--- src/rtl/instr_fetch_unit.sv ---
// instr_fetch_unit: PC-driven instruction fetch over a req/ack memory port,
// handing instructions to decode with a valid/ready handshake.
module instr_fetch_unit #(
    parameter int unsigned TIMEOUT_CYCLES = 255
) (
    input  logic        clk,
    input  logic        rst,
    input  logic [31:0] pc,
    output logic        pc_en,
    output logic        imem_req,
    output logic [31:0] imem_addr,
    input  logic        imem_ack,
    input  logic [31:0] imem_rdata,
    input  logic        flush,
    input  logic        id_ready,
    output logic        if_valid,
    output logic [31:0] if_instr,
    output logic [31:0] if_pc,
    output logic        fetch_fault
);

    localparam int unsigned CNT_W = 16;
    localparam logic [CNT_W-1:0] TIMEOUT_LAST = CNT_W'(TIMEOUT_CYCLES - 1);

    typedef enum logic [1:0] {
        S_IDLE = 2'd0,
        S_WAIT = 2'd1,
        S_FULL = 2'd2
    } state_t;

    state_t             r_state;
    logic [CNT_W-1:0]   r_wait_cnt;
    logic               r_discard;
    logic               r_imem_req;
    logic [31:0]        r_imem_addr;
    logic               r_if_valid;
    logic [31:0]        r_if_instr;
    logic [31:0]        r_if_pc;
    logic               r_fetch_fault;

    logic               w_timeout;
    logic               w_misaligned;

    assign w_timeout    = (r_wait_cnt == TIMEOUT_LAST);
    assign w_misaligned = (pc[1:0] != 2'b00);

    // PC advances only on the cycle decode takes a non-flushed instruction
    assign pc_en = (r_state == S_FULL) & id_ready & ~flush;

    assign imem_req    = r_imem_req;
    assign imem_addr   = r_imem_addr;
    assign if_valid    = r_if_valid;
    assign if_instr    = r_if_instr;
    assign if_pc       = r_if_pc;
    assign fetch_fault = r_fetch_fault;

    // Fetch sequencer: issue request, wait for ack/timeout, hold for decode
    always_ff @(posedge clk or posedge rst) begin
        if (rst) begin
            r_state       <= S_IDLE;
            r_wait_cnt    <= '0;
            r_discard     <= 1'b0;
            r_imem_req    <= 1'b0;
            r_imem_addr   <= '0;
            r_if_valid    <= 1'b0;
            r_if_instr    <= '0;
            r_if_pc       <= '0;
            r_fetch_fault <= 1'b0;
        end else begin
            case (r_state)
                S_IDLE: begin
                    if (!(r_fetch_fault || flush)) begin
                        if (w_misaligned) begin
                            r_fetch_fault <= 1'b1;
                        end else begin
                            r_imem_req  <= 1'b1;
                            r_imem_addr <= pc;
                            r_wait_cnt  <= '0;
                            r_discard   <= 1'b0;
                            r_state     <= S_WAIT;
                        end
                    end
                end
                S_WAIT: begin
                    if (imem_ack) begin
                        // ack beats a same-cycle timeout; flushed data is dropped
                        r_imem_req <= 1'b0;
                        if (r_discard || flush) begin
                            r_state <= S_IDLE;
                        end else begin
                            r_if_instr <= imem_rdata;
                            r_if_pc    <= r_imem_addr;
                            r_if_valid <= 1'b1;
                            r_state    <= S_FULL;
                        end
                    end else begin
                        // request is never withdrawn on flush, only marked stale
                        if (flush) begin
                            r_discard <= 1'b1;
                        end
                        if (w_timeout) begin
                            r_imem_req    <= 1'b0;
                            r_fetch_fault <= 1'b1;
                            r_state       <= S_IDLE;
                        end else begin
                            r_wait_cnt <= r_wait_cnt + CNT_W'(1);
                        end
                    end
                end
                S_FULL: begin
                    if (flush || id_ready) begin
                        r_if_valid <= 1'b0;
                        r_state    <= S_IDLE;
                    end
                end
                default: begin
                    r_state <= S_IDLE;
                end
            endcase
        end
    end

endmodule

--- config.mk ---
export PLATFORM = sky130hd
export DESIGN_NAME = instr_fetch_unit
export DESIGN_NICKNAME = d
export VERILOG_FILES = /design/src/rtl/instr_fetch_unit.sv
export SDC_FILE = /design/constraint.sdc
export NUM_CORES = 1
export LEC_CHECK = 0
export CORE_UTILIZATION = 40
export DETAILED_ROUTE_END_ITERATION = 8
export PLACE_DENSITY = 0.73
export REMOVE_ABC_BUFFERS = 1
export SETUP_SLACK_MARGIN = 0.15
export SLEW_MARGIN = 0
export SYNTH_ARGS = -nofsm -noshare
export SYNTH_HDL_FRONTEND = slang
export SYNTH_SLANG_ARGS = --single-unit
export TNS_END_PERCENT = 50
--- constraint.sdc ---
create_clock -name clk -period 7.8 [get_ports clk]
set_clock_uncertainty 0.15 [all_clocks]
set_input_delay 1.56 -clock clk [delete_from_list [all_inputs] [get_ports clk]]
set_output_delay 1.56 -clock clk [all_outputs]
set_load 0.02 [all_outputs]
Yosys cells after proc, flatten, opt, wreduce, memory -nomap -nowiden
Cells that the tools add are included.
- ROM bits: 0
- memories: 0
- logic and storage cells: 76
- output and inout port bits: 100
- register bits after elaboration: 118
- bits in latches: 0
- bits in writable memories: 0
- input port bits: 69
- order comparisons: 0
- divide/modulo/power cells: 0
- bitwise logic cells: 6
- eq/ne operators: 14
- add/subtract/negate cells: 1
- multiplexer cells: 31
- reduce and logical (&&, ||, !) cells: 15
- shift operators: 0
- $mul: 0
- operators with widths (cell ; number):
    16-bit 2-to-1 mux ; 4
    16-bit case mux with 2 select lines ; 1
    2-bit inequality test, second input constant ; 9
    16-bit by 1-bit adder with 16-bit output, second input constant ; 1
    16-bit by 8-bit equality test with 1-bit output, second input constant ; 1
    1-bit 2-to-1 mux ; 15
    5-bit AND reduction ; 3
    2-bit 2-to-1 mux ; 6
    4-bit AND reduction ; 3
    1-bit case mux with 2 select lines ; 4
    2-bit case mux with 3 select lines ; 1
    3-bit AND reduction ; 2
    2-bit nonzero test ; 3
    1-bit NOT ; 4
    1-bit logical OR ; 3
    3-bit inequality test, second input constant ; 1
    1-bit AND ; 2
    2-bit by 1-bit equality test with 1-bit output, second input constant ; 1
    2-bit equality test, second input constant ; 1
    2-bit logical NOT ; 1
    2-bit by 1-bit inequality test with 1-bit output, second input constant ; 1

Logic depth before layout (Yosys ltp)
Gate-level depths: netlist (run 1).
- depth after elaboration: 4
- gate-level depth with buffers: 7
- depth with buffers taken out: 6

Worst setup path before layout (run 1)
No wires, ideal clock.
- kind: input to output
- start: in id_ready
- end: out pc_en
- arrival time: 2081 ps
- data required time: 6090 ps
- path slack: 4009 ps
- stages on the path: 1
- buffers on the path: 0
- cell sequence: nor3b_1
- cells in the longest elaborated chain, start to end: 2
- RTL lines (what ; RTL line ; RTL):
    start, declared ; 15 ; input logic id_ready,
    1-bit AND (2 in series) ; 48 ; assign pc_en = (r_state == S_FULL) & id_ready & ~flush;
    end, declared ; 9 ; output logic pc_en,
Every way passes these cells.

Worst setup path after layout (run 1)
- start: in flush
- end: out pc_en
- cells in the longest elaborated chain, start to end: 2
- RTL lines (what ; RTL line ; RTL):
    start, declared ; 14 ; input logic flush,
    1-bit NOT ; 48 ;
    1-bit AND ; 48 ;
Every way passes these cells.

==> results_dict.tcl, run 1 <==
set metrics [dict create \
    holdPathStages 1 \
    startpoint_type "input pin" \
    wl_per_cell_um 16.9 \
    crit_required_ps 6090 \
    p_switching_uw 779 \
    final_hold_viol_count 0 \
    grt_pass1_wl_mm 18.3 \
    yosys.cell_types.count 46 \
    fin_setup_tns_ps 0 \
    clockBufferDepth 2 \
    finalSetupViolations 0 \
    num_antenna_cells 0 \
    grt_usage_pct 18.5 \
    synthTopCellsByCount "dfrtp_1, mux2_4, mux2_2, nand2_1" \
    finish.utilization_pct 61.0 \
    postCtsSetupBuffers 0 \
    internal_power_uw 1800 \
    synth_top_area_share_pct 57.7 \
    endpoint_kind "primary output" \
    synth_mux_area_share_pct 25.8 \
    synth_edf_count 0 \
    critPathTopFamily "buffers and inverters" \
    path_cells "clkdlybuf4s50_1 -> nor3b_1 -> clkdlybuf4s50_1" \
    n_fill_cell 978 \
    area_growth_pct 46.3 \
    critPathBufInv 2 \
    synth.most_common_cell "dfrtp_1" \
    die_y_um 115 \
    cp_data_arrival_time_ps 3020 \
    portBuffers 168 \
    synth_fa_ha_area_share_pct 0.489 \
    synth_top_cell_by_area "dfrtp_1" \
    min-delay-start "r_wait_cnt[15]" \
    first_pass_iters 4 \
    multi_input_area_um2 2030 \
    first_iter_violations 142 \
    synthXorXnorAreaFrac_pct 0 \
    p_seq_share_pct 36.2 \
    ys_seq_area_share_pct 57.7 \
    place_congestion 0.834 \
    powerDensity_nw_per_um2 344 \
    holdCritPathClass "reg -> reg" \
    reg2reg_slack_ps 5060 \
    numCtsBuffers 17 \
    fmax_mhz 211 \
    synth_compound_area_share_pct 5.58 \
    root_buffer "clkbuf_16" \
    wl_mm 11.7 \
    nets 584 \
    crit_slowest_cell "clkdlybuf4s50_1" \
    crit_fanout 6 \
    postSynthAreaPerCell_um2 15.2 \
    ys_ff_latch 118 \
    cts_resized 0 \
    rsz0062_at_grt "false" \
    row_count 40 \
    fin_crit_sh_pct 60.6 \
    grt_pass1_vias 3510 \
    cts-hold-fix-buffers 0 \
    avgViaCountPerCell 4.95 \
    rr_worst_depth 5 \
    synth_top_family_by_area "multiplexers" \
    cap_viol_max_count 0 \
    vdd_drop_max_uv 146 \
    yosys.area_share.simple_pct 7.61 \
    worst_slew_pin_slew_ps 910 \
    ioPinCount 169 \
    synth-async-reset-ratio_pct 100 \
    htree_levels 4 \
    antenna_found_initial 0 \
    cpPeakStageDelay_ps 640 \
    coreArea_um2 12300 \
    clkPwrFrac_pct 28.7 \
    die_area_um2 13200 \
    vias 3423 \
    yosysWarnings 0 \
    synth_area_leaders "dfrtp_1, mux2_4, mux2_2" \
    netlist_area_um2 5110 \
    post-route-min-period_ps 4730 \
    cts_tree "yes" \
    grt_overflow 0 \
    hpwl_mm 8.13 \
    hold_end "r_wait_cnt[15]" \
    regArea_um2 2950 \
    detail-route-antenna-nets 0 \
    p_comb_share_pct 35.1 \
    dieWidth_um 115 \
    insertion_delay_ps 420 \
    final_max_slew_viol_count 0 \
    p_leak_uw 0.00343 \
    worstReg2RegStart "r_state[0]" \
    worstSetupPathType "in -> out" \
    synthFlopType "dfrtp_1" \
    rr_endpoint "imem_addr[30]" \
    clk_pin_slew_worst_paths_ps 60 \
    grt_max_degree 75 \
    status "complete, no violations" \
    cpMostUsedCell "clkdlybuf4s50_1" \
    start_util_pct 41.7 \
    netSwitchingFraction_pct 30.2 \
    clkSinkCount 118 \
    slew_headroom_pct 39.3 \
    synthCells 337 \
    final_layout_size_suffix_gt1_share_pct 25.8 \
    drc 0 \
]
-- sequential cells by signal, indices dropped and copies added, names as in the netlist --
signal / flops
imem_addr: 32
if_pc: 32
fetch_fault: 1
r_wait_cnt: 16
r_state: 2
r_discard: 1
if_instr: 32
if_valid: 1
imem_req: 1
-- how the worst max path moves through the flow --
stage	startpoint	end	slack, ps	cells after the start
6_report	flush	pc_en	3070	3
5_1_grt	flush	pc_en	2970	3
4_1_cts	flush	pc_en	3080	3
3_5_place_dp	flush	pc_en	3090	3
3_3_place_gp	flush	pc_en	3120	3
2_1_floorplan	rst	fetch_fault	2960	1
-- area by class of cell --
| type | count | share of cell area [%] |
|---|---|---|
| Clock inverter | 3 | 0.535 |
| Sequential cell | 118 | 39.5 |
| Timing Repair Buffer | 171 | 22.8 |
| Inverter | 6 | 0.334 |
| Clock buffer | 27 | 6.99 |
| Tap cell | 168 | 2.81 |
| Multi-Input combinational cell | 199 | 27.1 |
-- per-stage QoR --
step	cell area [µm²]	setup WS (ps)	instances	hold WS, ps	total power, µW
2_1_floorplan	4990	2960	323	286	1400
3_3_place_gp	6920	3120	662	308	1830
3_5_place_dp	6920	3090	662	313	1850
4_1_cts	7480	3080	692	321	2600
5_1_grt	7480	2970	692	362	2690
6_report	7480	3070	692	325	2580
-- power by group through the flow --
stage | Clock, µW | Combinational (µW) | Sequential [µW]
2_1_floorplan | 0 | 268 | 1130
3_3_place_gp | 0 | 898 | 930
3_5_place_dp | 0 | 911 | 940
4_1_cts | 752 | 914 | 935
5_1_grt | 781 | 949 | 958
6_report | 739 | 905 | 934
-- layer usage --
metal / global-route usage (%) / wire (µm)
met1: 22.4 / 5040
met2: 29.3 / 5760
met3: 5.59 / 665
met4: 10.5 / 250
met5: 0 / 0
-- worst register-to-register path: stages (launching register included) --
cell and delay, ps:
dfrtp_1 470, nor4_2 360, o22ai_2 300, nor2_4 500, buf_4 460, mux2_2 380
-- cells by family (layout without fill, tap and decap cells) --
family,count (synthesis),after routing
AOI/OAI and AO/OA,41,41
adders and majority gates,2,2
buffers and inverters,20,207
DFF,118,118
muxes,95,95
and+or+nand+nor,61,61
-- layout by cell type, fill, tap and decap left out, types with 3 or more instances in the layout --
cell type	count
a31o_1	3
clkbuf_16	17
mux2_2	27
mux2_4	67
nand3_1	7
clkdlybuf4s50_1	168
buf_4	3
o31ai_1	4
o21ai_0	9
clkbuf_1	4
nor3_1	6
inv_1	5
o21a_1	3
a31oi_1	5
a21oi_1	5
or3_1	4
dfrtp_1	118
nand4_1	3
nor2_1	9
clkbuf_8	6
nand2_1	10
No activity file was read; power rests on OpenSTA's default activity.
==> run 2, diff against run 1 <==
Clock period 7.8 ns to 4.9 ns, I/O delays scaled along.
==> run 2 against run 1 <==
Against the previous run: via count is 0.96% higher; utilization is 0.39 points higher; final area is 0.64% higher; sequential cell count stayed put; worst setup slack worse by 1700 ps; final cell count is 0.43% higher; sequential share of layout area is 0.25 points lower; routed wire length is 1.7% higher; highest routed layer unchanged.
==> results_dict.tcl, run 2 (synthesis results as in run 1) <==
set metrics [dict create \
    status "complete, no violations" \
    detail-route-antenna-nets 0 \
    place_area_um2 6930 \
    min-delay-start "r_wait_cnt[15]" \
    crit_fanout 6 \
    grt_usage_pct 19.0 \
    antenna_found_initial 0 \
    insertion_delay_ps 410 \
    cp_data_arrival_time_ps 2420 \
    netSwitchingFraction_pct 30.0 \
    area_growth_pct 47.2 \
    slew_headroom_pct 47.1 \
    cap_viol_max_count 0 \
    fmax_mhz 281 \
    layout_commonest_cell "clkdlybuf4s50_1" \
    grt_pass1_vias 3613 \
    p_seq_share_pct 35.7 \
    hpwl_mm 8.30 \
    clkSinkCount 118 \
    root_buffer "clkbuf_16" \
    cts-hold-fix-buffers 0 \
    fin_crit_sh_pct 72.6 \
    endpoint_kind "primary output" \
    finalSetupViolations 0 \
    postCtsSetupBuffers 0 \
    cp-startpoint "flush" \
    holdCritPathClass "reg -> reg" \
    wl_mm 11.9 \
    grt_overflow 0 \
    clockBufferDepth 2 \
    p_switching_uw 1260 \
    ioPinCount 169 \
    final_layout_size_suffix_gt1_share_pct 26.2 \
    grt_pass1_wl_mm 18.9 \
    die_area_um2 13200 \
    final_max_slew_viol_count 0 \
    wl_per_cell_um 17.2 \
    avgViaCountPerCell 4.97 \
    row_count 40 \
    post-route-min-period_ps 3550 \
    nets 586 \
    portBuffers 168 \
    first_iter_violations 133 \
    grt_max_degree 64 \
    worst_slew_pin_slew_ps 794 \
    internal_power_uw 2940 \
    worstSetupPathType "in -> out" \
    num_antenna_cells 0 \
    crit_required_ps 3770 \
    startpoint_type "input pin" \
    fin_area_um2 7530 \
    vdd_drop_max_uv 250 \
    total_power_uw 4200 \
    n_fill_cell 947 \
    first_pass_iters 4 \
    start_util_pct 41.7 \
    final_hold_viol_count 0 \
    clkPwrFrac_pct 29.9 \
    dieWidth_um 115 \
    place_congestion 0.806 \
    p_comb_share_pct 34.4 \
    die_y_um 115 \
    numCtsBuffers 17 \
    coreArea_um2 12300 \
    htree_levels 4 \
    fin_setup_tns_ps 0 \
    rsz0062_at_grt "false" \
    cts_resized 0 \
    vias 3456 \
    final_cell_mix "clkdlybuf4s50_1, dfrtp_1, mux2_4" \
    finish.utilization_pct 61.4 \
    worstReg2RegStart "r_state[0]" \
    drc 0 \
    clk_pin_slew_worst_paths_ps 50 \
    p_leak_uw 0.00345 \
    cts_tree "yes" \
    powerDensity_nw_per_um2 557 \
]
[run 2: cell count changes in the layout (fill, tap and decap cells not counted), sizes merged]
cell	before	now
bufinv	1	4
clkinvlp	0	2
clkbuf	27	21
buf	3	5
clkinv	2	4
[run 2: power groups by stage]
stage | logic, µW | registers, µW | clock network (µW)
after floorplan | 427 | 1800 | 0
after global placement | 1430 | 1490 | 0
after detailed placement | 1450 | 1500 | 0
after CTS | 1460 | 1500 | 1280
after global routing | 1510 | 1530 | 1330
final | 1440 | 1500 | 1260
[run 2: layout make-up]
class / count / area [µm²] / area share [%]
Sequential cell: 118 / 2950 / 39.2
Multi-Input combinational cell: 199 / 2030 / 26.9
Timing Repair Buffer: 173 / 1720 / 22.8
Clock buffer: 21 / 440 / 5.85
Tap cell: 168 / 210 / 2.79
Clock inverter: 10 / 155 / 2.06
Inverter: 6 / 25.0 / 0.332
[run 2: path summary, 6_finish.rpt]
| kind | cells after the start | slack [ps] | to |
|---|---|---|---|
| setup / recovery | 3 | 1350 | pc_en |
| hold / removal | 1 | 330 | r_wait_cnt[15] |
| setup reg to reg | 5 | 2080 | imem_addr[20] |
| hold reg to reg | 1 | 330 | r_wait_cnt[15] |
| max in group asynchronous | 3 | 2720 | if_pc[1] |
| min in group asynchronous | 2 | 900 | if_instr[24] |
[run 2: critical path, stage by stage]
cell	delay, ps
clkdlybuf4s50_1	540
nor3b_1	250
clkdlybuf4s50_1	660
[run 2: per-stage QoR]
stage | setup slack [ps] | cells | hold slack, ps
after floorplan | 641 | 323 | 286
after global placement | 1130 | 664 | 309
after detailed placement | 1070 | 664 | 317
after CTS | 1330 | 695 | 325
after global routing | 1310 | 695 | 334
final | 1350 | 695 | 329
[run 2: routing by layer]
metal | part of all wire, % | GRT usage, %
met1 | 41 | 22.0
met2 | 51 | 32.3
met5 | 0 | 0
met3 | 6.8 | 6.96
met4 | 1.2 | 6.58
==> run 3, diff against run 2 <==
Clock period 4.9 ns to 3.51 ns, I/O delays scaled along.
==> run 3 against run 2 <==
Against the previous run: routed wire length grew 0.70%; power grew 41%; critical path depth is the same; die area is the same; final cell count grew 0.43%; non-clock buffer count grew 2; clock power grew 44%; via count grew 1.4%; count of clock-buffer cells in the layout shrank 1; worst setup slack lost 830 ps; global-route usage is essentially flat; highest routed layer unchanged; sequential cell count is the same.
==> results_dict.tcl, run 3 (synthesis results as in run 1) <==
set metrics [dict create \
    fin_area_um2 7620 \
    final_hold_viol_count 0 \
    p_leak_uw 0.00348 \
    powerDensity_nw_per_um2 779 \
    gr-usage-met2_pct 32.2 \
    first_iter_violations 187 \
    holdPathStages 1 \
    cap_viol_max_count 0 \
    cts-hold-fix-buffers 0 \
    start_util_pct 41.7 \
    ioPinCount 169 \
    slew_headroom_pct 61.4 \
    grt_max_degree 48 \
    place_congestion 0.810 \
    clockBufferDepth 2 \
    die_y_um 115 \
    clk_pin_slew_worst_paths_ps 50 \
    rsz0062_at_grt "false" \
    min-delay-start "r_wait_cnt[15]" \
    cts_resized 0 \
    place_area_um2 6990 \
    final_layout_size_suffix_gt1_share_pct 27.2 \
    nets 588 \
    holdCritPathClass "reg -> reg" \
    worstReg2RegStart "r_state[0]" \
    insertion_delay_ps 410 \
    worstSetupPathType "in -> out" \
    grt_overflow 0 \
    p_switching_uw 1790 \
    hpwl_mm 8.39 \
    numCtsBuffers 17 \
    internal_power_uw 4150 \
    htree_levels 4 \
    vias 3504 \
    fmax_mhz 334 \
    detail-route-antenna-nets 0 \
    row_count 40 \
    layout_commonest_cell "clkdlybuf4s50_1" \
    area_growth_pct 49.0 \
    endpoint_kind "primary output" \
    worst_slew_pin_slew_ps 579 \
    fin_setup_tns_ps 0 \
    status "complete, no violations" \
    post-route-min-period_ps 3000 \
    use_met1_pct 22.0 \
    crit_fanout 6 \
    reg2reg_slack_ps 1420 \
    dieWidth_um 115 \
    wl_mm 12.0 \
    postCtsSetupBuffers 0 \
    busiest_layer "met2" \
    portBuffers 168 \
    first_pass_iters 4 \
    antenna_found_initial 0 \
    grt_pass1_wl_mm 18.8 \
    grt_usage_pct 19.0 \
    crit_required_ps 2660 \
    cp_data_arrival_time_ps 2150 \
    final_max_slew_viol_count 0 \
    netSwitchingFraction_pct 30.1 \
    startpoint_type "input pin" \
    grt_pass1_vias 3581 \
    cts_tree "yes" \
    avgViaCountPerCell 5.02 \
    num_antenna_cells 0 \
    wl_per_cell_um 17.2 \
    p_comb_share_pct 34.1 \
    hold_end "r_wait_cnt[15]" \
    finalSetupViolations 0 \
    clkSinkCount 118 \
    use_met3_pct 6.48 \
    vdd_drop_max_uv 400 \
    final_cell_mix "clkdlybuf4s50_1, dfrtp_1, mux2_4" \
    clkPwrFrac_pct 30.7 \
    root_buffer "clkbuf_16" \
    p_seq_share_pct 35.2 \
    rr_endpoint "if_instr[21]" \
    coreArea_um2 12300 \
    rr_worst_depth 4 \
    fin_crit_sh_pct 85.4 \
    die_area_um2 13200 \
    drc 0 \
]
==> run 3: cell types whose count changed in the layout (fill, tap and decap cells not counted) <==
| cell | change |
|---|---|
| buf_12 | +3 |
| buf_4 | -1 |
| clkbuf_1 | -3 |
| clkbuf_8 | +2 |
| clkinv_2 | -2 |
| clkinv_4 | +1 |
| clkinvlp_4 | +3 |
==> run 3: power groups by stage <==
stage,logic [µW],clock network (µW),registers [µW]
CTS,2040,1860,2090
global route,2120,1940,2140
global placement,2000,0,2080
finish,2020,1820,2090
detailed placement,2030,0,2100
floorplan,596,0,2510
==> run 3: worst max-delay path, cell delays in order <==
cell and delay [ps]:
clkdlybuf4s50_1 550, nor3b_1 250, clkdlybuf4s50_1 640
==> run 3: how the worst max path moves through the flow <==
stage	from	end	slack, ps	cells past startpoint
after detailed placement	flush	pc_en	510	3
after global placement	flush	pc_en	540	3
final	flush	pc_en	510	3
after floorplan	rst	fetch_fault	-470	1
after global routing	flush	pc_en	440	3
after CTS	flush	pc_en	500	3
==> run 3: cell type report <==
class                      instances  area (µm²)
fill                             952        4640
sequential                       118        2950
multi-input combinational        199        2030
timing repair buffer             175        1770
clock buffer                      20         457
tap                              168         210
clock inverter                    12         176
inverter                           6        25.0
==> run 3: metal layers <==
metal | vias to the layer above | wire length, µm
met5 | - | 0
met4 | 0 | 184
met3 | 15 | 789
met2 | 129 | 6270
met1 | 1771 | 4760
li1 | 1589 | -
==> run 3: metrics by stage <==
stage	total power [µW]	setup WS, ps	hold slack, ps	std cells	util (%)
final	5940	511	320	698	62.1
after global placement	4070	535	308	666	57.0
after CTS	6000	504	321	698	62.1
after detailed placement	4130	512	312	666	57.0
after floorplan	3110	-471	286	323	-
after global routing	6200	439	353	698	62.1
